**src/rtl/mem_map_pkg.sv**
```systemverilog
// Shared types and default memory map for the region router.
package mem_map_pkg;

  // Access permitted inside a region.
  typedef enum logic [1:0] {
    RW      = 2'd0,
    RD_ONLY = 2'd1,
    WR_ONLY = 2'd2
  } region_mode_t;

  // Router transaction state.
  typedef enum logic [1:0] {
    IDLE   = 2'd0,
    ACCESS = 2'd1,
    RESP   = 2'd2
  } state_t;

  // Default three-region map: base inclusive, limit exclusive, byte addresses.
  localparam int DEF_REGIONS = 3;
  localparam logic [31:0] DEF_REGION_BASE [DEF_REGIONS] =
    '{32'h0000_0000, 32'h0000_0400, 32'h0001_4000};
  localparam logic [31:0] DEF_REGION_LIMIT [DEF_REGIONS] =
    '{32'h0000_0400, 32'h0001_4000, 32'h0002_0000};
  localparam region_mode_t DEF_REGION_MODE [DEF_REGIONS] =
    '{RW, RD_ONLY, WR_ONLY};

  // True when a region with this mode accepts the access direction.
  function automatic logic mode_allows(input region_mode_t mode, input logic we);
    case (mode)
      RW:      return 1'b1;
      RD_ONLY: return !we;
      WR_ONLY: return we;
      default: return 1'b0;
    endcase
  endfunction

endpackage

```
**src/rtl/region_match.sv**
```systemverilog
// Combinational address decode: lowest-index matching region, its
// permission check and the word index relative to the region base.
module region_match
  import mem_map_pkg::*;
#(
  parameter int           N       = 32,
  parameter int           REGIONS = DEF_REGIONS,
  parameter int           IDX_W   = (REGIONS > 1) ? $clog2(REGIONS) : 1,
  parameter logic [N-1:0] REGION_BASE  [REGIONS] = DEF_REGION_BASE,
  parameter logic [N-1:0] REGION_LIMIT [REGIONS] = DEF_REGION_LIMIT,
  parameter region_mode_t REGION_MODE  [REGIONS] = DEF_REGION_MODE
) (
  input  logic [N-1:0]     addr,
  input  logic             we,
  output logic [IDX_W-1:0] idx,
  output logic             hit,
  output logic             mode_ok,
  output logic [N-1:0]     word_addr
);

  // Scan upward so the first (lowest) matching region wins on overlap.
  always_comb begin
    // NOTE: every output gets a default before the loop; a path that skips
    // an assignment in always_comb would otherwise infer a latch.
    idx       = '0;
    hit       = 1'b0;
    mode_ok   = 1'b0;
    word_addr = '0;
    for (int i = 0; i < REGIONS; i++) begin
      if (!hit && (addr >= REGION_BASE[i]) && (addr < REGION_LIMIT[i])) begin
        hit       = 1'b1;
        idx       = IDX_W'(i);
        mode_ok   = mode_allows(REGION_MODE[i], we);
        word_addr = (addr - REGION_BASE[i]) >> 2;
      end
    end
  end

endmodule

```
**src/rtl/mem_region_router.sv**
```systemverilog
// Single-outstanding CPU-to-region router: decodes a request, drives one
// region until it acks or times out, then holds the response until taken.
module mem_region_router
  import mem_map_pkg::*;
#(
  parameter int           N       = 32,
  parameter int           REGIONS = DEF_REGIONS,
  parameter logic [N-1:0] REGION_BASE  [REGIONS] = DEF_REGION_BASE,
  parameter logic [N-1:0] REGION_LIMIT [REGIONS] = DEF_REGION_LIMIT,
  parameter region_mode_t REGION_MODE  [REGIONS] = DEF_REGION_MODE,
  parameter int           TIMEOUT = 15
) (
  input  logic                 clk,
  input  logic                 rst_n,
  // CPU request channel
  input  logic                 req_valid,
  output logic                 req_ready,
  input  logic                 req_we,
  input  logic [N-1:0]         req_addr,
  input  logic [N-1:0]         req_wdata,
  // CPU response channel
  output logic                 rsp_valid,
  input  logic                 rsp_ready,
  output logic [N-1:0]         rsp_rdata,
  output logic                 rsp_err,
  // Region bus
  output logic [REGIONS-1:0]   reg_sel,
  output logic                 reg_we,
  output logic [N-1:0]         reg_addr,
  output logic [N-1:0]         reg_wdata,
  input  logic [REGIONS*N-1:0] reg_rdata,
  input  logic [REGIONS-1:0]   reg_ack
);

  localparam int IDX_W = (REGIONS > 1) ? $clog2(REGIONS) : 1;
  localparam int CNT_W = (TIMEOUT > 1) ? $clog2(TIMEOUT + 1) : 1;

  state_t             state_q, state_d;
  logic               out_of_reset_q;
  logic [CNT_W-1:0]   cnt_q;
  logic [IDX_W-1:0]   idx_q;
  logic               we_q;
  logic [N-1:0]       addr_q;
  logic [N-1:0]       wdata_q;
  logic [N-1:0]       rdata_q;
  logic               err_q;

  logic [IDX_W-1:0]   m_idx;
  logic               m_hit;
  logic               m_mode_ok;
  logic [N-1:0]       m_word_addr;

  logic [REGIONS-1:0] sel_onehot;
  logic               sel_ack;
  logic [N-1:0]       sel_rdata;
  logic               accept;
  logic               timeout_hit;

  region_match #(
    .N            (N),
    .REGIONS      (REGIONS),
    .IDX_W        (IDX_W),
    .REGION_BASE  (REGION_BASE),
    .REGION_LIMIT (REGION_LIMIT),
    .REGION_MODE  (REGION_MODE)
  ) u_match (
    .addr      (req_addr),
    .we        (req_we),
    .idx       (m_idx),
    .hit       (m_hit),
    .mode_ok   (m_mode_ok),
    .word_addr (m_word_addr)
  );

  // Pick the ack/rdata of the captured region only; other acks are ignored.
  always_comb begin
    sel_onehot = '0;
    sel_ack    = 1'b0;
    sel_rdata  = '0;
    for (int i = 0; i < REGIONS; i++) begin
      if (idx_q == IDX_W'(i)) begin
        sel_onehot[i] = 1'b1;
        sel_ack       = reg_ack[i];
        sel_rdata     = reg_rdata[i*N +: N];
      end
    end
  end

  assign accept      = (state_q == IDLE) && out_of_reset_q && req_valid;
  assign timeout_hit = (cnt_q == CNT_W'(TIMEOUT - 1));

  // State register; reset aborts any transaction in flight.
  always_ff @(posedge clk or negedge rst_n) begin
    // NOTE: sequential state uses non-blocking assignments so every flop
    // samples pre-edge values regardless of statement order.
    if (!rst_n) state_q <= IDLE;
    else        state_q <= state_d;
  end

  // Next-state decode; an ack in the final counted cycle beats the timeout.
  always_comb begin
    state_d = state_q;
    case (state_q)
      IDLE:    if (accept) state_d = (m_hit && m_mode_ok) ? ACCESS : RESP;
      ACCESS:  if (sel_ack || timeout_hit) state_d = RESP;
      RESP:    if (rsp_ready) state_d = IDLE;
      default: state_d = IDLE;
    endcase
  end

  // Holds req_ready low until the first clock after reset release.
  always_ff @(posedge clk or negedge rst_n) begin
    if (!rst_n) out_of_reset_q <= 1'b0;
    else        out_of_reset_q <= 1'b1;
  end

  // Request capture, access timeout counter and response registers.
  always_ff @(posedge clk or negedge rst_n) begin
    if (!rst_n) begin
      cnt_q   <= '0;
      idx_q   <= '0;
      we_q    <= 1'b0;
      addr_q  <= '0;
      wdata_q <= '0;
      rdata_q <= '0;
      err_q   <= 1'b0;
    end else begin
      case (state_q)
        IDLE: begin
          cnt_q <= '0;
          if (accept) begin
            idx_q   <= m_idx;
            we_q    <= req_we;
            addr_q  <= m_word_addr;
            wdata_q <= req_wdata;
            rdata_q <= '0;
            err_q   <= !(m_hit && m_mode_ok);
          end
        end
        ACCESS: begin
          cnt_q <= cnt_q + 1'b1;
          if (sel_ack) begin
            rdata_q <= we_q ? '0 : sel_rdata;
            err_q   <= 1'b0;
          end else if (timeout_hit) begin
            rdata_q <= '0;
            err_q   <= 1'b1;
          end
        end
        default: cnt_q <= '0;
      endcase
    end
  end

  // Outputs are gated by state so everything but req_ready is 0 in IDLE.
  assign req_ready = (state_q == IDLE) && out_of_reset_q;
  assign reg_sel   = (state_q == ACCESS) ? sel_onehot : '0;
  assign reg_we    = (state_q == ACCESS) && we_q;
  assign reg_addr  = (state_q == ACCESS) ? addr_q  : '0;
  assign reg_wdata = (state_q == ACCESS) ? wdata_q : '0;
  assign rsp_valid = (state_q == RESP);
  assign rsp_rdata = (state_q == RESP) ? rdata_q : '0;
  assign rsp_err   = (state_q == RESP) && err_q;

endmodule

```
**config.mk**
```make
export PLATFORM = sky130hd
export DESIGN_NAME = mem_region_router
export DESIGN_NICKNAME = d
export VERILOG_FILES = /design/src/rtl/mem_map_pkg.sv /design/src/rtl/region_match.sv /design/src/rtl/mem_region_router.sv
export SDC_FILE = /design/constraint.sdc
export NUM_CORES = 1
export LEC_CHECK = 0
export BUFFER_PORTS_ARGS = -buffer_cell sky130_fd_sc_hd__buf_4
export CAP_MARGIN = 20
export CORE_ASPECT_RATIO = 1.1
export CORE_MARGIN = 3
export CORE_UTILIZATION = 40
export CTS_CLUSTER_DIAMETER = 100
export DETAILED_ROUTE_END_ITERATION = 16
export HOLD_SLACK_MARGIN = 0.02
export MAX_ROUTING_LAYER = met4
export PLACE_DENSITY = 0.73
export SLEW_MARGIN = 25
export SYNTH_ARGS = -nofsm -noshare
export SYNTH_HDL_FRONTEND = slang
export SYNTH_HIERARCHICAL = 1
export SYNTH_SLANG_ARGS = --single-unit
```
**constraint.sdc**
```tcl
create_clock -name clk -period 3.55 [get_ports clk]
set_clock_uncertainty 0.05 [all_clocks]
set_input_delay 0.355 -clock clk [delete_from_list [all_inputs] [get_ports clk]]
set_output_delay 0.355 -clock clk [all_outputs]
set_load 0.05 [all_outputs]
```
# After elaboration in Yosys (flattened, before gate mapping)
# Index checks and enable logic that the tools add are counted.
# W data, S select, Z words.
# word_totals
out_inout_bits	103
wordCells	86
reg_bits	107
input_bits	168
# classes
magnitude_cmp	6
mux	38
n_reduce_logical	21
eq_ne	9
addsub	3
# ops
operator	n
$mux W32	12
$pmux W32 S2	1
$ge A32 B1 Y1 const B	1
$ge A32 B11 Y1 const B	1
$ge A32 B17 Y1 const B	1
$lt A32 B11 Y1 const B	1
$lt A32 B17 Y1 const B	1
$lt A32 B18 Y1 const B	1
$sub A32 B11 Y32 const B	1
$sub A32 B17 Y32 const B	1
$mux W30	1
$mux W1	15
$logic_and A1 B1 Y1	10
$mux W2	5
$pmux W2 S3	1
$reduce_and A3 Y1	2
$add A4 B1 Y4 const B	1
$eq A2 B1 Y1 const B	2
$eq A2 B2 Y1 const B	2
$eq A4 B4 Y1 const B	1
$logic_not A1 Y1	4
$logic_not A2 Y1	2
$mux W4	1
$ne A2 B2 Y1 const B	2
7 further kinds	7

# Depth between registers and ports, before layout
# Gate-level depths: netlist of the first run.
# depth
depth_word	15
ltp_mapped	9
depth_no_buf	9

# Cells and area by module
# Netlist of the first run, hierarchy kept.
# modules_own_cells
module	instances	area_each_um2	seq_area_each_um2	cells_per_inst
mem_region_router	1	5440.2	2677.6	475
region_match	1	580.6	0.0	84

# Worst setup path after synthesis of the first run
# OpenSTA, ideal clock, no wires.
# synth_path
kind	register to output
from	register idx_q[0]
to	output port reg_sel[1]
t_required_ns	3.145
arrival_ns	1.999
n_path_buf	2
stages_incl_launch_ff	4
setup_slack_ns	1.146
cell_sequence	dfrtp_1 > buf_2 > buf_2 > nor3b_1
# synth_between
elab_chain_cells	3
# synth_lines
item	line_no	source
from (decl)	mem_region_router.sv:41	logic [IDX_W-1:0] idx_q;
from (signal assigned)	mem_region_router.sv:132	idx_q <= m_idx;
$eq A2 B1 Y1	mem_region_router.sv:81	if (idx_q == IDX_W'(i)) begin
$mux W1	mem_region_router.sv:81	
$mux W3	mem_region_router.sv:157	assign reg_sel = (state_q == ACCESS) ? sel_onehot : '0;
to (decl)	mem_region_router.sv:27	output logic [REGIONS-1:0] reg_sel,
# Every way passes these cells.

# Worst setup path in the final report of the first run
# layout_path
from	register idx_q[1]
to	output port reg_sel[2]
# layout_between
elab_chain_cells	3
# layout_lines
item	line_no
$eq A2 B2 Y1	mem_region_router.sv:81
$mux W1	mem_region_router.sv:81
$mux W3	mem_region_router.sv:157
# Every way passes these cells.

==> results of run 1 <==
registers in the layout (all words and copies together) (netlist names):
signal,count
state_q,2
cnt_q,4
we_q,1
err_q,1
rdata_q,32
wdata_q,32
idx_q,2
out_of_reset_q,1
addr_q,32
cells in the mapped netlist, types with 4 or more instances:
library cell | count | area, um^2
sky130_fd_sc_hd__buf_6 | 7 | 78.8
sky130_fd_sc_hd__buf_4 | 14 | 105
sky130_fd_sc_hd__nand2_1 | 37 | 139
sky130_fd_sc_hd__nor4_1 | 8 | 50.1
sky130_fd_sc_hd__ha_1 | 4 | 50.1
sky130_fd_sc_hd__clkbuf_1 | 15 | 56.3
sky130_fd_sc_hd__and2_2 | 8 | 60.1
sky130_fd_sc_hd__o21ai_0 | 33 | 165
sky130_fd_sc_hd__xor2_1 | 4 | 35.0
sky130_fd_sc_hd__nand3_1 | 4 | 20.0
sky130_fd_sc_hd__nor2_1 | 14 | 52.6
sky130_fd_sc_hd__inv_1 | 9 | 33.8
sky130_fd_sc_hd__a22o_1 | 32 | 280
sky130_fd_sc_hd__mux2_2 | 58 | 653
sky130_fd_sc_hd__a21oi_1 | 7 | 35.0
sky130_fd_sc_hd__buf_2 | 12 | 60.1
sky130_fd_sc_hd__mux2_1 | 9 | 101
sky130_fd_sc_hd__and2_1 | 99 | 619
sky130_fd_sc_hd__dfrtp_1 | 107 | 2680
sky130_fd_sc_hd__mux2i_1 | 34 | 340
where the power goes:
part           switching (mW)  internal, mW
clock                   0.436         0.563
sequential              0.125          1.47
combinational           0.342         0.389
cell type report:
type | count | area [um^2]
Clock buffer | 11 | 243
Clock inverter | 5 | 52.6
Fill cell | 1268 | 6210
Inverter | 10 | 50.0
Multi-Input combinational cell | 400 | 3000
Sequential cell | 107 | 2680
Tap cell | 192 | 240
Timing Repair Buffer | 277 | 2090
critical path: cells and delay by family (launching register included):
| family | cells | cell delay, ps |
|---|---|---|
| flip-flops | 1 | 790 |
| buffers and inverters | 2 | 530 |
| AND/OR/NAND/NOR | 2 | 640 |
metrics by stage:
| stage | hold slack [ps] | instance area [um^2] | utilization, % | worst slack, ps |
|---|---|---|---|---|
| floorplan | 9.41 | 6050 | - | 1150 |
| global placement | 410 | 8050 | 55.3 | 1110 |
| detailed placement | 420 | 8060 | 55.3 | 1040 |
| CTS | 144 | 8350 | 57.4 | 848 |
| global route | 26.8 | 8360 | 57.4 | 682 |
| finish | -22.1 | 8360 | 57.4 | 839 |
worst paths after layout:
check	startpoint	end	slack, ps	cells past startpoint
max	idx_q[1]	reg_sel[2]	840	4
min	rst_n	wdata_q[1]	-20	1
max reg2reg	state_q[0]	rdata_q[0]	1070	4
min reg2reg	wdata_q[13]	wdata_q[13]	430	1
max in group asynchronous	rst_n	rdata_q[10]	2740	2
min in group clk	req_wdata[11]	wdata_q[11]	180	2
kinds of logic after synthesis:
logic type / after synthesis / share of synthesized area (%)
simple gates: 192 / 18.8
flops: 107 / 44.5
mux: 101 / 18.2
compound gates: 85 / 10.0
buf+inv: 60 / 6.32
xor+xnor: 7 / 1.02
fa+ha+maj: 5 / 0.998
other cells: 2 / 0.125
metal layers:
metal | track usage [%] | vias up
met4 | 6.58 | 0
met1 | 22.4 | 2403
met3 | 5.49 | 18
met2 | 32.8 | 199
met5 | - | -
li1 | - | 2401
==> flow_results.xml, run 1 <==
<?xml version="1.0" encoding="UTF-8"?>
<metrics>
  <group name="yosys">
    <metric name="syn-mean-instance-area" unit="um^2">10.8</metric>
    <metric name="post_synth_num_cell_types" unit="">50</metric>
    <metric name="ys_async_sr_fraction" unit="%">100</metric>
    <metric name="synth_enable_flop_cells" unit="">0</metric>
    <metric name="cell_area_synth" unit="um^2">6020</metric>
    <metric name="synth-main-ff-cell" unit="">sky130_fd_sc_hd__dfrtp_1</metric>
    <metric name="ys_seq_area_share" unit="%">44.5</metric>
    <metric name="ys_ff_latch" unit="">107</metric>
    <metric name="syn-instance-count" unit="">559</metric>
    <metric name="ys.warnings.count" unit="">6</metric>
  </group>
  <group name="timing">
    <metric name="fin_hold_ws" unit="ps">-22.1</metric>
    <metric name="max_freq" unit="MHz">369</metric>
    <metric name="setup_repair_after_global_routing_missed_its_margin" unit="">no</metric>
    <metric name="timing.final.crit_share" unit="%">76.4</metric>
    <metric name="layout_min_cycle_time" unit="ps">2710</metric>
    <metric name="maxSlewViolCount" unit="">0</metric>
    <metric name="report.final.setup_viol" unit="">0</metric>
    <metric name="max_slew_margin" unit="%">36.3</metric>
    <metric name="tightest_slew" unit="ps">951</metric>
    <metric name="finalHoldViolations" unit="">29</metric>
    <metric name="setup_total_negative_slack" unit="ps">0</metric>
  </group>
  <group name="clock_tree">
    <metric name="clock_sink_count" unit="">107</metric>
    <metric name="clock_tree.htree_level_count" unit="">3</metric>
    <metric name="cts_hold_buffers" unit="">0</metric>
    <metric name="tritoncts" unit="">done</metric>
    <metric name="cts_repair_resizes" unit="">0</metric>
    <metric name="cts.clk_slew.worst_paths" unit="ps">70</metric>
    <metric name="cts_root_buf" unit="">sky130_fd_sc_hd__clkbuf_16</metric>
    <metric name="cts-root-to-sink-buffers" unit="">2</metric>
    <metric name="cts_inserted_buffers" unit="">9</metric>
    <metric name="worst_skew_pair.late_latency" unit="ps">340</metric>
    <metric name="setup_bufs_post_cts" unit="">0</metric>
  </group>
  <group name="worst_setup_path">
    <metric name="slowest_delay" unit="ps">790</metric>
    <metric name="worst_path_cell_trace" unit="">buf_4 &gt; nor2b_2 &gt; and2_1 &gt; buf_4</metric>
    <metric name="crit_top_cell" unit="">sky130_fd_sc_hd__buf_4</metric>
    <metric name="worstPathArrival" unit="ps">2310</metric>
    <metric name="critPathMaxFanout" unit="">21</metric>
    <metric name="setup.worst_path.start_class" unit="">flip-flop</metric>
    <metric name="path_class" unit="">reg -&gt; out</metric>
    <metric name="worstPathRequired" unit="ps">3140</metric>
    <metric name="cpMaxStageDelayCell" unit="">sky130_fd_sc_hd__dfrtp_1</metric>
    <metric name="critPathCaptureType" unit="">output port</metric>
  </group>
  <group name="power_and_ir_drop">
    <metric name="p_leak" unit="nW">4.04</metric>
    <metric name="design_power" unit="mW">3.33</metric>
    <metric name="powerDensity" unit="nW/um^2">398</metric>
    <metric name="vdd_drop_max" unit="V">0.000407</metric>
  </group>
  <group name="finish">
    <metric name="layout.cells.most_common" unit="">sky130_fd_sc_hd__buf_4</metric>
    <metric name="nets" unit="">977</metric>
    <metric name="layout-drive-gt1-share" unit="%">46.2</metric>
    <metric name="post_layout_nonfiller_instances" unit="">1002</metric>
    <metric name="mostFrequentLayoutCells" unit="">sky130_fd_sc_hd__buf_4 (275), sky130_fd_sc_hd__dfrtp_1 (106), sky130_fd_sc_hd__and2_1 (98)</metric>
    <metric name="antenna-diode-count" unit="">0</metric>
    <metric name="area_growth" unit="%">38.8</metric>
  </group>
  <group name="global_routing">
    <metric name="globalRouteTotalUtil" unit="%">19.5</metric>
    <metric name="grt_first_pass_wirelength" unit="mm">25.0</metric>
    <metric name="grt_start_max_net_pins" unit="">76</metric>
    <metric name="globalRoute.totalOverflow" unit="">0</metric>
    <metric name="antenna_violations_before_repair" unit="">0</metric>
    <metric name="grt_pass1_vias" unit="">5085</metric>
  </group>
  <group name="place">
    <metric name="dp.cells" unit="">986</metric>
    <metric name="port-buffer-count" unit="">268</metric>
    <metric name="gp_routability_congestion" unit="">0.814</metric>
    <metric name="place.detailed.hpwl" unit="mm">12.3</metric>
  </group>
  <group name="drt">
    <metric name="dr_wl_met3" unit="mm">1.54</metric>
    <metric name="wire_per_inst" unit="um">16.3</metric>
    <metric name="drt_pre_antenna_iters" unit="">4</metric>
    <metric name="route.vias.total" unit="">5021</metric>
    <metric name="drt-total-wl" unit="mm">16.4</metric>
    <metric name="drtAntennaViolNets" unit="">0</metric>
    <metric name="route.top_layer_used" unit="">met4</metric>
    <metric name="length_of_routed_wiring_on_met1" unit="mm">6.43</metric>
    <metric name="vias_per_cell" unit="">5.01</metric>
    <metric name="route.met2.wl" unit="mm">8.09</metric>
    <metric name="drt_iter0_drc" unit="">189</metric>
    <metric name="drc" unit="">0</metric>
  </group>
  <group name="job">
    <metric name="cap_violations" unit="">0</metric>
  </group>
  <group name="floorplan">
    <metric name="fp.coreArea" unit="um^2">14600</metric>
    <metric name="std_cell_rows" unit="">46</metric>
    <metric name="die_y" unit="um">135</metric>
    <metric name="die_w" unit="um">123</metric>
    <metric name="floorplan.initialDensity" unit="%">41.3</metric>
    <metric name="ios" unit="">271</metric>
    <metric name="die_area" unit="um^2">16600</metric>
  </group>
  <group name="run_status">
    <metric name="run_status" unit="">complete, but fails checks</metric>
    <metric name="failing_checks" unit="">hold timing</metric>
  </group>
  <group name="min_path">
    <metric name="min-delay-path-class" unit="">in -&gt; async</metric>
  </group>
</metrics>
(Power assumes the default switching activity.)
==> inputs of run 2 (changes only) <==
--- a/config.mk
+++ b/config.mk
@@ -5,6 +5,7 @@
 export SDC_FILE = /design/constraint.sdc
 export NUM_CORES = 1
 export LEC_CHECK = 0
+export ABC_AREA = 1
 export BUFFER_PORTS_ARGS = -buffer_cell sky130_fd_sc_hd__buf_4
 export CAP_MARGIN = 20
 export CORE_ASPECT_RATIO = 1.1
==> constraint.sdc (replaced) <==
create_clock -name clk -period 2.8 [get_ports clk]
set_clock_uncertainty 0.05 [all_clocks]
set_input_delay 0.28 -clock clk [delete_from_list [all_inputs] [get_ports clk]]
set_output_delay 0.28 -clock clk [all_outputs]
set_load 0.05 [all_outputs]
==> run 2 against run 1 <==
Compared with the run above: the run now ends clean; worst setup slack worse by 390 ps; critical path depth is 2 higher; cell count up 32%; area after synthesis increased by 0.73%; combinational power is 49% higher; critical path type unchanged.
==> flow_results.xml, run 2 <==
<?xml version="1.0" encoding="UTF-8"?>
<metrics>
  <group name="power_and_ir_drop">
    <metric name="power.switching_fraction" unit="%">32.0</metric>
    <metric name="powerDensity" unit="nW/um^2">511</metric>
    <metric name="vdd_drop_max" unit="V">0.000295</metric>
    <metric name="seq_power_share" unit="%">44.9</metric>
    <metric name="power_frac_clock" unit="%">29.9</metric>
    <metric name="power.internal" unit="mW">2.95</metric>
    <metric name="switchingPower" unit="mW">1.39</metric>
    <metric name="p_leak" unit="nW">4.57</metric>
    <metric name="share_comb_of_total_power" unit="%">25.2</metric>
  </group>
  <group name="clock_tree">
    <metric name="cts_repair_resizes" unit="">0</metric>
    <metric name="cts-root-to-sink-buffers" unit="">2</metric>
    <metric name="clock_sink_count" unit="">107</metric>
    <metric name="cts.clk_slew.worst_paths" unit="ps">80</metric>
    <metric name="worst_skew_pair.late_latency" unit="ps">350</metric>
    <metric name="cts_root_buf" unit="">sky130_fd_sc_hd__clkbuf_16</metric>
    <metric name="tritoncts" unit="">done</metric>
    <metric name="cts_inserted_buffers" unit="">9</metric>
    <metric name="clock_tree.htree_level_count" unit="">3</metric>
  </group>
  <group name="timing">
    <metric name="maxSlewViolCount" unit="">0</metric>
    <metric name="timing.final.crit_share" unit="%">84.0</metric>
    <metric name="max_freq" unit="MHz">425</metric>
    <metric name="max_slew_margin" unit="%">54.4</metric>
    <metric name="finalHoldViolations" unit="">0</metric>
    <metric name="tightest_slew" unit="ps">683</metric>
    <metric name="setup_repair_after_global_routing_missed_its_margin" unit="">no</metric>
    <metric name="setup_total_negative_slack" unit="ps">0</metric>
    <metric name="report.final.setup_viol" unit="">0</metric>
    <metric name="layout_min_cycle_time" unit="ps">2350</metric>
  </group>
  <group name="global_routing">
    <metric name="antenna_violations_before_repair" unit="">0</metric>
    <metric name="globalRouteTotalUtil" unit="%">20.8</metric>
    <metric name="grt_start_max_net_pins" unit="">110</metric>
    <metric name="globalRoute.totalOverflow" unit="">0</metric>
    <metric name="grt_first_pass_wirelength" unit="mm">26.9</metric>
    <metric name="grt_pass1_vias" unit="">5661</metric>
  </group>
  <group name="worst_setup_path">
    <metric name="worst_path_cell_trace" unit="">inv_2 &gt; nor2_1 &gt; inv_2 &gt; buf_4 &gt; nor2_1 &gt; buf_4</metric>
    <metric name="cp-startpoint" unit="">state_q[0]</metric>
    <metric name="critPathMaxFanout" unit="">29</metric>
    <metric name="cpMaxStageDelayCell" unit="">sky130_fd_sc_hd__inv_2</metric>
    <metric name="buffers_and_inverters_on_the_worst_path" unit="">4</metric>
    <metric name="setup.worst_path.start_class" unit="">flip-flop</metric>
    <metric name="worstPathArrival" unit="ps">2020</metric>
    <metric name="worstPathRequired" unit="ps">2470</metric>
    <metric name="slowest_delay" unit="ps">450</metric>
    <metric name="timing.critical_path.max_delay_family" unit="">buffers and inverters</metric>
    <metric name="critPathCaptureType" unit="">output port</metric>
    <metric name="r2r_start" unit="">idx_q[1]</metric>
    <metric name="path_class" unit="">reg -&gt; out</metric>
  </group>
  <group name="floorplan">
    <metric name="ios" unit="">271</metric>
    <metric name="die_w" unit="um">123</metric>
    <metric name="fp.coreArea" unit="um^2">14600</metric>
    <metric name="die_y" unit="um">135</metric>
    <metric name="die_area" unit="um^2">16700</metric>
    <metric name="floorplan.initialDensity" unit="%">41.5</metric>
    <metric name="std_cell_rows" unit="">46</metric>
  </group>
  <group name="drt">
    <metric name="drc" unit="">0</metric>
    <metric name="vias_per_cell" unit="">4.55</metric>
    <metric name="drt-total-wl" unit="mm">17.2</metric>
    <metric name="route.vias.total" unit="">6035</metric>
    <metric name="drt_pre_antenna_iters" unit="">6</metric>
    <metric name="drt_iter0_drc" unit="">266</metric>
    <metric name="drtAntennaViolNets" unit="">0</metric>
    <metric name="wire_per_inst" unit="um">12.9</metric>
  </group>
  <group name="yosys">
    <metric name="ys_async_sr_fraction" unit="%">100</metric>
    <metric name="ys.warnings.count" unit="">6</metric>
    <metric name="post_synth_num_cell_types" unit="">29</metric>
    <metric name="ys_seq_area_share" unit="%">44.2</metric>
    <metric name="synthMostInstantiatedCell" unit="">sky130_fd_sc_hd__nand2_1</metric>
    <metric name="syn-instance-count" unit="">880</metric>
    <metric name="post_synth_most_frequent_cells" unit="">sky130_fd_sc_hd__nand2_1 (302), sky130_fd_sc_hd__inv_1 (124), sky130_fd_sc_hd__nor2_1 (124)</metric>
    <metric name="yosysTopAreaCell" unit="">sky130_fd_sc_hd__dfrtp_1</metric>
    <metric name="synth_enable_flop_cells" unit="">0</metric>
    <metric name="cell_types_occupying_the_most_area_after_synthesis" unit="">sky130_fd_sc_hd__dfrtp_1 (44%), sky130_fd_sc_hd__nand2_1 (19%), sky130_fd_sc_hd__inv_1 (7.7%)</metric>
    <metric name="cell_area_synth" unit="um^2">6060</metric>
    <metric name="synth_top_area_share" unit="%">44.2</metric>
    <metric name="ys_ff_latch" unit="">107</metric>
    <metric name="syn-mean-instance-area" unit="um^2">6.89</metric>
    <metric name="synth-main-ff-cell" unit="">sky130_fd_sc_hd__dfrtp_1</metric>
  </group>
  <group name="place">
    <metric name="gp_routability_congestion" unit="">0.857</metric>
    <metric name="place.detailed.hpwl" unit="mm">12.6</metric>
    <metric name="port-buffer-count" unit="">268</metric>
    <metric name="dp.cells" unit="">1309</metric>
  </group>
  <group name="finish">
    <metric name="layout.cells.most_common" unit="">sky130_fd_sc_hd__nand2_1</metric>
    <metric name="area_growth" unit="%">40.1</metric>
    <metric name="antenna-diode-count" unit="">0</metric>
    <metric name="mostFrequentLayoutCells" unit="">sky130_fd_sc_hd__nand2_1 (302), sky130_fd_sc_hd__buf_4 (277), sky130_fd_sc_hd__inv_1 (124)</metric>
    <metric name="reg.largest.list" unit="">addr_q x32, rdata_q x32, wdata_q x32</metric>
    <metric name="layout-drive-gt1-share" unit="%">29.3</metric>
    <metric name="post_layout_nonfiller_instances" unit="">1326</metric>
    <metric name="nets" unit="">1301</metric>
  </group>
  <group name="job">
    <metric name="cap_violations" unit="">0</metric>
  </group>
  <group name="run_status">
    <metric name="run_status" unit="">complete, no violations</metric>
  </group>
  <group name="min_path">
    <metric name="min-delay-path-class" unit="">in -&gt; reg</metric>
    <metric name="worst_hold_startpoint" unit="">req_wdata[8]</metric>
  </group>
</metrics>
==> run 2: cell types whose count changed after synthesis, sizes merged, moves of 6 or more <==
cell,change
nand4,+8
mux2,-67
nor2,+122
clkbuf,+6
o21ai,+38
a21oi,-7
inv,+124
and2,-107
nand2,+272
a22o,-32
nand3,+37
mux2i,-34
buf,-6
nor4,-11
==> run 2: tightest hold or removal path: stages <==
cell and delay, ps:
sky130_fd_sc_hd__buf_4 80, sky130_fd_sc_hd__nand2_1 40, sky130_fd_sc_hd__o21ai_0 50
==> run 2: worst paths after layout <==
check	to	slack (ps)	cells after the start
worst max-delay path	reg_wdata[15]	450	6
worst min-delay path	wdata_q[8]	80	3
worst max register to register	err_q	840	8
worst min register to register	rdata_q[20]	420	2
max in group asynchronous	state_q[0]	1630	3
min in group asynchronous	rdata_q[24]	380	2
==> run 2: per-layer routing <==
layer  track usage, %  up-vias  routed length, um  part of all wire (%)
met3             4.30       20               1210                   7.0
li1                 -     3107                  -                     -
met2             35.7      184               8400                    49
met4             6.58        0                309                   1.8
met5                -        -                  0                     0
met1             24.4     2724               7250                    42
==> run 2: layout make-up <==
cell class                      instances  area (um^2)
Multi-Input combinational cell        598         2650
Tap cell                              192          240
Sequential cell                       107         2680
Timing Repair Buffer                  280         2130
Clock buffer                           10          229
Clock inverter                          6         71.3
Inverter                              133          499
Fill cell                            1416         6120
==> run 2: stage by stage <==
step | setup WS, ps | hold WS (ps) | power, mW | area (um^2) | utilization [%]
2_1_floorplan | 343 | -65.6 | 2.68 | 6090 | -
3_3_place_gp | 782 | 217 | 3.04 | 8180 | 56.0
3_5_place_dp | 781 | 214 | 3.08 | 8180 | 56.0
4_1_cts | 394 | 70.9 | 4.40 | 8490 | 58.1
5_1_grt | 286 | 77.7 | 4.62 | 8490 | 58.1
6_report | 447 | 83.2 | 4.34 | 8490 | 58.1
==> run 2: logic make-up (layout without fill, tap and decap cells) <==
logic type,Yosys count,count (layout),synth area share (%)
buffers and inverters,183,429,12.8
adder cells (fa/ha/maj),4,4,0.825
AO/OA/AOI/OAI,75,75,6.33
flip-flops,107,107,44.2
XOR/XNOR,7,7,1.01
other,2,10,0.124
AND/OR/NAND/NOR,502,502,34.8
==> run 2: repair_timing <==
action                    in CTS  in global routing
hold buffers                   1                  0
hold endpoints to repair      33                  0
setup buffers                  0                  0
==> run 2: power by group through the flow <==
stage	Sequential (mW)	Clock [mW]	Combinational (mW)
floorplan	1.95	0	0.732
global placement	1.97	0	1.07
finish	1.95	1.30	1.09
detailed placement	1.98	0	1.10
global route	1.98	1.40	1.24
CTS	1.95	1.34	1.11
==> inputs of run 3 (changes only) <==
--- a/config.mk
+++ b/config.mk
@@ -5,7 +5,7 @@
 export SDC_FILE = /design/constraint.sdc
 export NUM_CORES = 1
 export LEC_CHECK = 0
-export ABC_AREA = 1
+export ABC_AREA = 0
 export BUFFER_PORTS_ARGS = -buffer_cell sky130_fd_sc_hd__buf_4
 export CAP_MARGIN = 20
 export CORE_ASPECT_RATIO = 1.1
@@ -15,7 +15,7 @@
 export DETAILED_ROUTE_END_ITERATION = 16
 export HOLD_SLACK_MARGIN = 0.02
 export MAX_ROUTING_LAYER = met4
-export PLACE_DENSITY = 0.73
+export PLACE_DENSITY = 0.75
 export SLEW_MARGIN = 25
 export SYNTH_ARGS = -nofsm -noshare
 export SYNTH_HDL_FRONTEND = slang
==> constraint.sdc (replaced) <==
create_clock -name clk -period 1.9 [get_ports clk]
set_clock_uncertainty 0.05 [all_clocks]
set_input_delay 0.19 -clock clk [delete_from_list [all_inputs] [get_ports clk]]
set_output_delay 0.19 -clock clk [all_outputs]
set_load 0.05 [all_outputs]
==> run 3 against run 2 <==
Compared with the run above: the flow now finishes with violations (setup timing); cell count is 18% lower; first-iteration DRC count is 7.9% higher; worst hold slack worse by 57 ps; clock power is 40% higher; count of clock-buffer cells in the layout is 3 higher; wire length is 31% higher; die area is 0.69% lower; non-clock buffer count is 73 higher; critical path type unchanged; largest power group unchanged.
==> flow_results.xml, run 3 (synthesized netlist as in run 1, its figures left out) <==
<?xml version="1.0" encoding="UTF-8"?>
<metrics>
  <group name="min_path">
    <metric name="hold-path-cell-count" unit="">2</metric>
    <metric name="timing.hold.worst_endpoint" unit="">wdata_q[17]</metric>
    <metric name="min-delay-path-class" unit="">in -&gt; reg</metric>
    <metric name="worst_hold_startpoint" unit="">req_wdata[17]</metric>
  </group>
  <group name="worst_setup_path">
    <metric name="worst_reg2reg_path_length_in_cells" unit="">8</metric>
    <metric name="reg2reg_setup_slack" unit="ps">-50</metric>
    <metric name="crit_top_cell" unit="">sky130_fd_sc_hd__buf_6</metric>
    <metric name="cpMaxStageDelayCell" unit="">sky130_fd_sc_hd__dfrtp_1</metric>
    <metric name="worstPathArrival" unit="ps">1770</metric>
    <metric name="worst_r2r_endpoint" unit="">addr_q[17]</metric>
    <metric name="setup.worst_path.start_class" unit="">flip-flop</metric>
    <metric name="critPathCaptureType" unit="">output port</metric>
    <metric name="slowest_delay" unit="ps">390</metric>
    <metric name="worstPathRequired" unit="ps">1660</metric>
    <metric name="r2r_start" unit="">state_q[1]</metric>
    <metric name="critPathMaxFanout" unit="">17</metric>
    <metric name="path_class" unit="">reg -&gt; out</metric>
    <metric name="worst_path_cell_trace" unit="">buf_6 &gt; and2b_4 &gt; buf_4 &gt; buf_16 &gt; and2_1 &gt; buf_6</metric>
  </group>
  <group name="floorplan">
    <metric name="std_cell_rows" unit="">46</metric>
    <metric name="fp.coreArea" unit="um^2">14600</metric>
    <metric name="die_y" unit="um">135</metric>
    <metric name="floorplan.initialDensity" unit="%">41.3</metric>
    <metric name="die_w" unit="um">123</metric>
    <metric name="ios" unit="">271</metric>
    <metric name="die_area" unit="um^2">16600</metric>
  </group>
  <group name="timing">
    <metric name="report.final.setup_viol" unit="">75</metric>
    <metric name="tightest_slew" unit="ps">541</metric>
    <metric name="max_slew_margin" unit="%">64.0</metric>
    <metric name="setup_repair_after_global_routing_missed_its_margin" unit="">yes</metric>
    <metric name="layout_min_cycle_time" unit="ps">2010</metric>
    <metric name="timing.final.crit_share" unit="%">106</metric>
    <metric name="maxSlewViolCount" unit="">0</metric>
    <metric name="finalHoldViolations" unit="">0</metric>
    <metric name="max_freq" unit="MHz">497</metric>
    <metric name="layout_setup_ws" unit="ps">-113</metric>
  </group>
  <group name="power_and_ir_drop">
    <metric name="power.switching_fraction" unit="%">29.4</metric>
    <metric name="vdd_drop_max" unit="V">0.000570</metric>
    <metric name="power.internal" unit="mW">5.25</metric>
    <metric name="power_frac_clock" unit="%">24.4</metric>
    <metric name="powerDensity" unit="nW/um^2">705</metric>
    <metric name="design_power" unit="mW">7.44</metric>
    <metric name="switchingPower" unit="mW">2.18</metric>
    <metric name="p_leak" unit="nW">4.94</metric>
    <metric name="share_comb_of_total_power" unit="%">34.1</metric>
    <metric name="seq_power_share" unit="%">41.5</metric>
  </group>
  <group name="finish">
    <metric name="layout-drive-gt1-share" unit="%">58.3</metric>
    <metric name="fillers" unit="">1000</metric>
    <metric name="area_growth" unit="%">75.1</metric>
    <metric name="multi_input_comb_area" unit="um^2">3510</metric>
    <metric name="post-route-util" unit="%">72.4</metric>
    <metric name="reg.largest.list" unit="">addr_q x32, rdata_q x32, wdata_q x32</metric>
    <metric name="nets" unit="">1057</metric>
    <metric name="mostFrequentLayoutCells" unit="">sky130_fd_sc_hd__buf_4 (200), sky130_fd_sc_hd__dfrtp_1 (105), sky130_fd_sc_hd__and2_4 (75)</metric>
    <metric name="layout.area.seq" unit="um^2">2680</metric>
    <metric name="layout.cells.most_common" unit="">sky130_fd_sc_hd__buf_4</metric>
    <metric name="antenna-diode-count" unit="">0</metric>
  </group>
  <group name="global_routing">
    <metric name="grt_first_pass_wirelength" unit="mm">29.3</metric>
    <metric name="grt_start_max_net_pins" unit="">53</metric>
    <metric name="globalRouteTotalUtil" unit="%">23.4</metric>
    <metric name="antenna_violations_before_repair" unit="">0</metric>
    <metric name="globalRoute.totalOverflow" unit="">0</metric>
    <metric name="grt_pass1_vias" unit="">5779</metric>
  </group>
  <group name="place">
    <metric name="gp_routability_congestion" unit="">0.772</metric>
    <metric name="port-buffer-count" unit="">268</metric>
    <metric name="place.detailed.hpwl" unit="mm">13.0</metric>
  </group>
  <group name="drt">
    <metric name="drtAntennaViolNets" unit="">0</metric>
    <metric name="drt-total-wl" unit="mm">22.5</metric>
    <metric name="vias_per_cell" unit="">5.26</metric>
    <metric name="drc" unit="">0</metric>
    <metric name="wire_per_inst" unit="um">20.8</metric>
    <metric name="drt_iter0_drc" unit="">287</metric>
    <metric name="drt_pre_antenna_iters" unit="">4</metric>
    <metric name="route.vias.total" unit="">5688</metric>
  </group>
  <group name="clock_tree">
    <metric name="cts_root_buf" unit="">sky130_fd_sc_hd__clkbuf_16</metric>
    <metric name="clock_tree.htree_level_count" unit="">3</metric>
    <metric name="cts_inserted_buffers" unit="">9</metric>
    <metric name="tritoncts" unit="">done</metric>
    <metric name="cts-root-to-sink-buffers" unit="">2</metric>
    <metric name="clock_sink_count" unit="">107</metric>
    <metric name="worst_skew_pair.late_latency" unit="ps">340</metric>
    <metric name="cts.clk_slew.worst_paths" unit="ps">70</metric>
  </group>
  <group name="run_status">
    <metric name="run_status" unit="">complete, but fails checks</metric>
    <metric name="failing_checks" unit="">setup timing</metric>
  </group>
  <group name="job">
    <metric name="cap_violations" unit="">0</metric>
  </group>
</metrics>
run 3: cell count changes in the layout (fill, tap and decap cells not counted), moves of 24 or more:
cell / previous run / this run
sky130_fd_sc_hd__a22o_1: 0 / 32
sky130_fd_sc_hd__and2_1: 0 / 24
sky130_fd_sc_hd__and2_4: 0 / 75
sky130_fd_sc_hd__buf_4: 277 / 200
sky130_fd_sc_hd__buf_6: 0 / 33
sky130_fd_sc_hd__buf_8: 0 / 70
sky130_fd_sc_hd__inv_1: 124 / 9
sky130_fd_sc_hd__mux2_4: 0 / 54
sky130_fd_sc_hd__mux2i_1: 0 / 34
sky130_fd_sc_hd__nand2_1: 302 / 36
sky130_fd_sc_hd__nand3_1: 38 / 4
sky130_fd_sc_hd__nor2_1: 122 / 13
sky130_fd_sc_hd__o21ai_0: 61 / 33
run 3: worst max path at each step:
stage                    end  slack [ps]       start  depth (start not counted)
2_1_floorplan    wdata_q[10]        -220  state_q[0]                          7
4_1_cts         reg_addr[10]        -120  state_q[1]                          6
3_5_place_dp     rdata_q[30]        -220    idx_q[0]                          4
6_report       reg_wdata[30]        -110  state_q[1]                          6
3_3_place_gp     rdata_q[30]         -80    idx_q[0]                          4
5_1_grt        reg_wdata[30]        -160  state_q[1]                          6
run 3: critical path, delay by kind of cell, from the launching register on:
kind / cells / cell delay (ps)
DFF: 1 / 390
buffers and inverters: 4 / 580
and+or+nand+nor: 2 / 450
run 3: power groups by stage:
stage / registers [mW] / logic (mW) / clock network, mW
final: 3.09 / 2.53 / 1.82
after global routing: 3.13 / 2.66 / 1.93
after CTS: 3.02 / 1.74 / 1.84
after detailed placement: 3.03 / 1.64 / 0
after global placement: 3.01 / 1.57 / 0
after floorplan: 2.95 / 1.07 / 0
run 3: stage by stage:
stage / hold slack (ps) / setup slack, ps / std cells / instance area (um^2) / setup TNS (ps)
CTS: 21.3 / -119 / 1057 / 9450 / -7980
detailed placement: 162 / -221 / 1003 / 8320 / -6670
floorplan: -156 / -223 / 567 / 6130 / -11000
global placement: 156 / -83.2 / 1003 / 8320 / -1640
global route: 20.4 / -159 / 1082 / 10500 / -9350
finish: 26.7 / -113 / 1082 / 10500 / -4450
run 3: timing repair:
item / 4_1_cts / 5_1_grt
setup endpoints to repair: 102 / 199
hold buffers: 22 / 1
buffers inserted: 9 / 12
resized for setup: 110 / 206
hold endpoints to repair: 57 / 1
cloned: 7 / 14
pin swaps: 10 / 40
run 3: final cells by class:
type,instances,area share [%]
Clock inverter,3,0.214
Sequential cell,107,25.4
Timing Repair Buffer,353,35.8
Tap cell,192,2.28
Multi-Input combinational cell,404,33.3
Inverter,10,0.475
Clock buffer,13,2.47
run 3: routing by layer:
metal	global-route usage [%]	wire length (um)	up-vias	part of all wire, %
met2	41.6	12100	286	54
li1	-	-	2568	-
met3	5.95	1920	48	8.5
met4	8.06	636	0	2.8
met5	-	0	-	0
met1	25.2	7900	2786	35
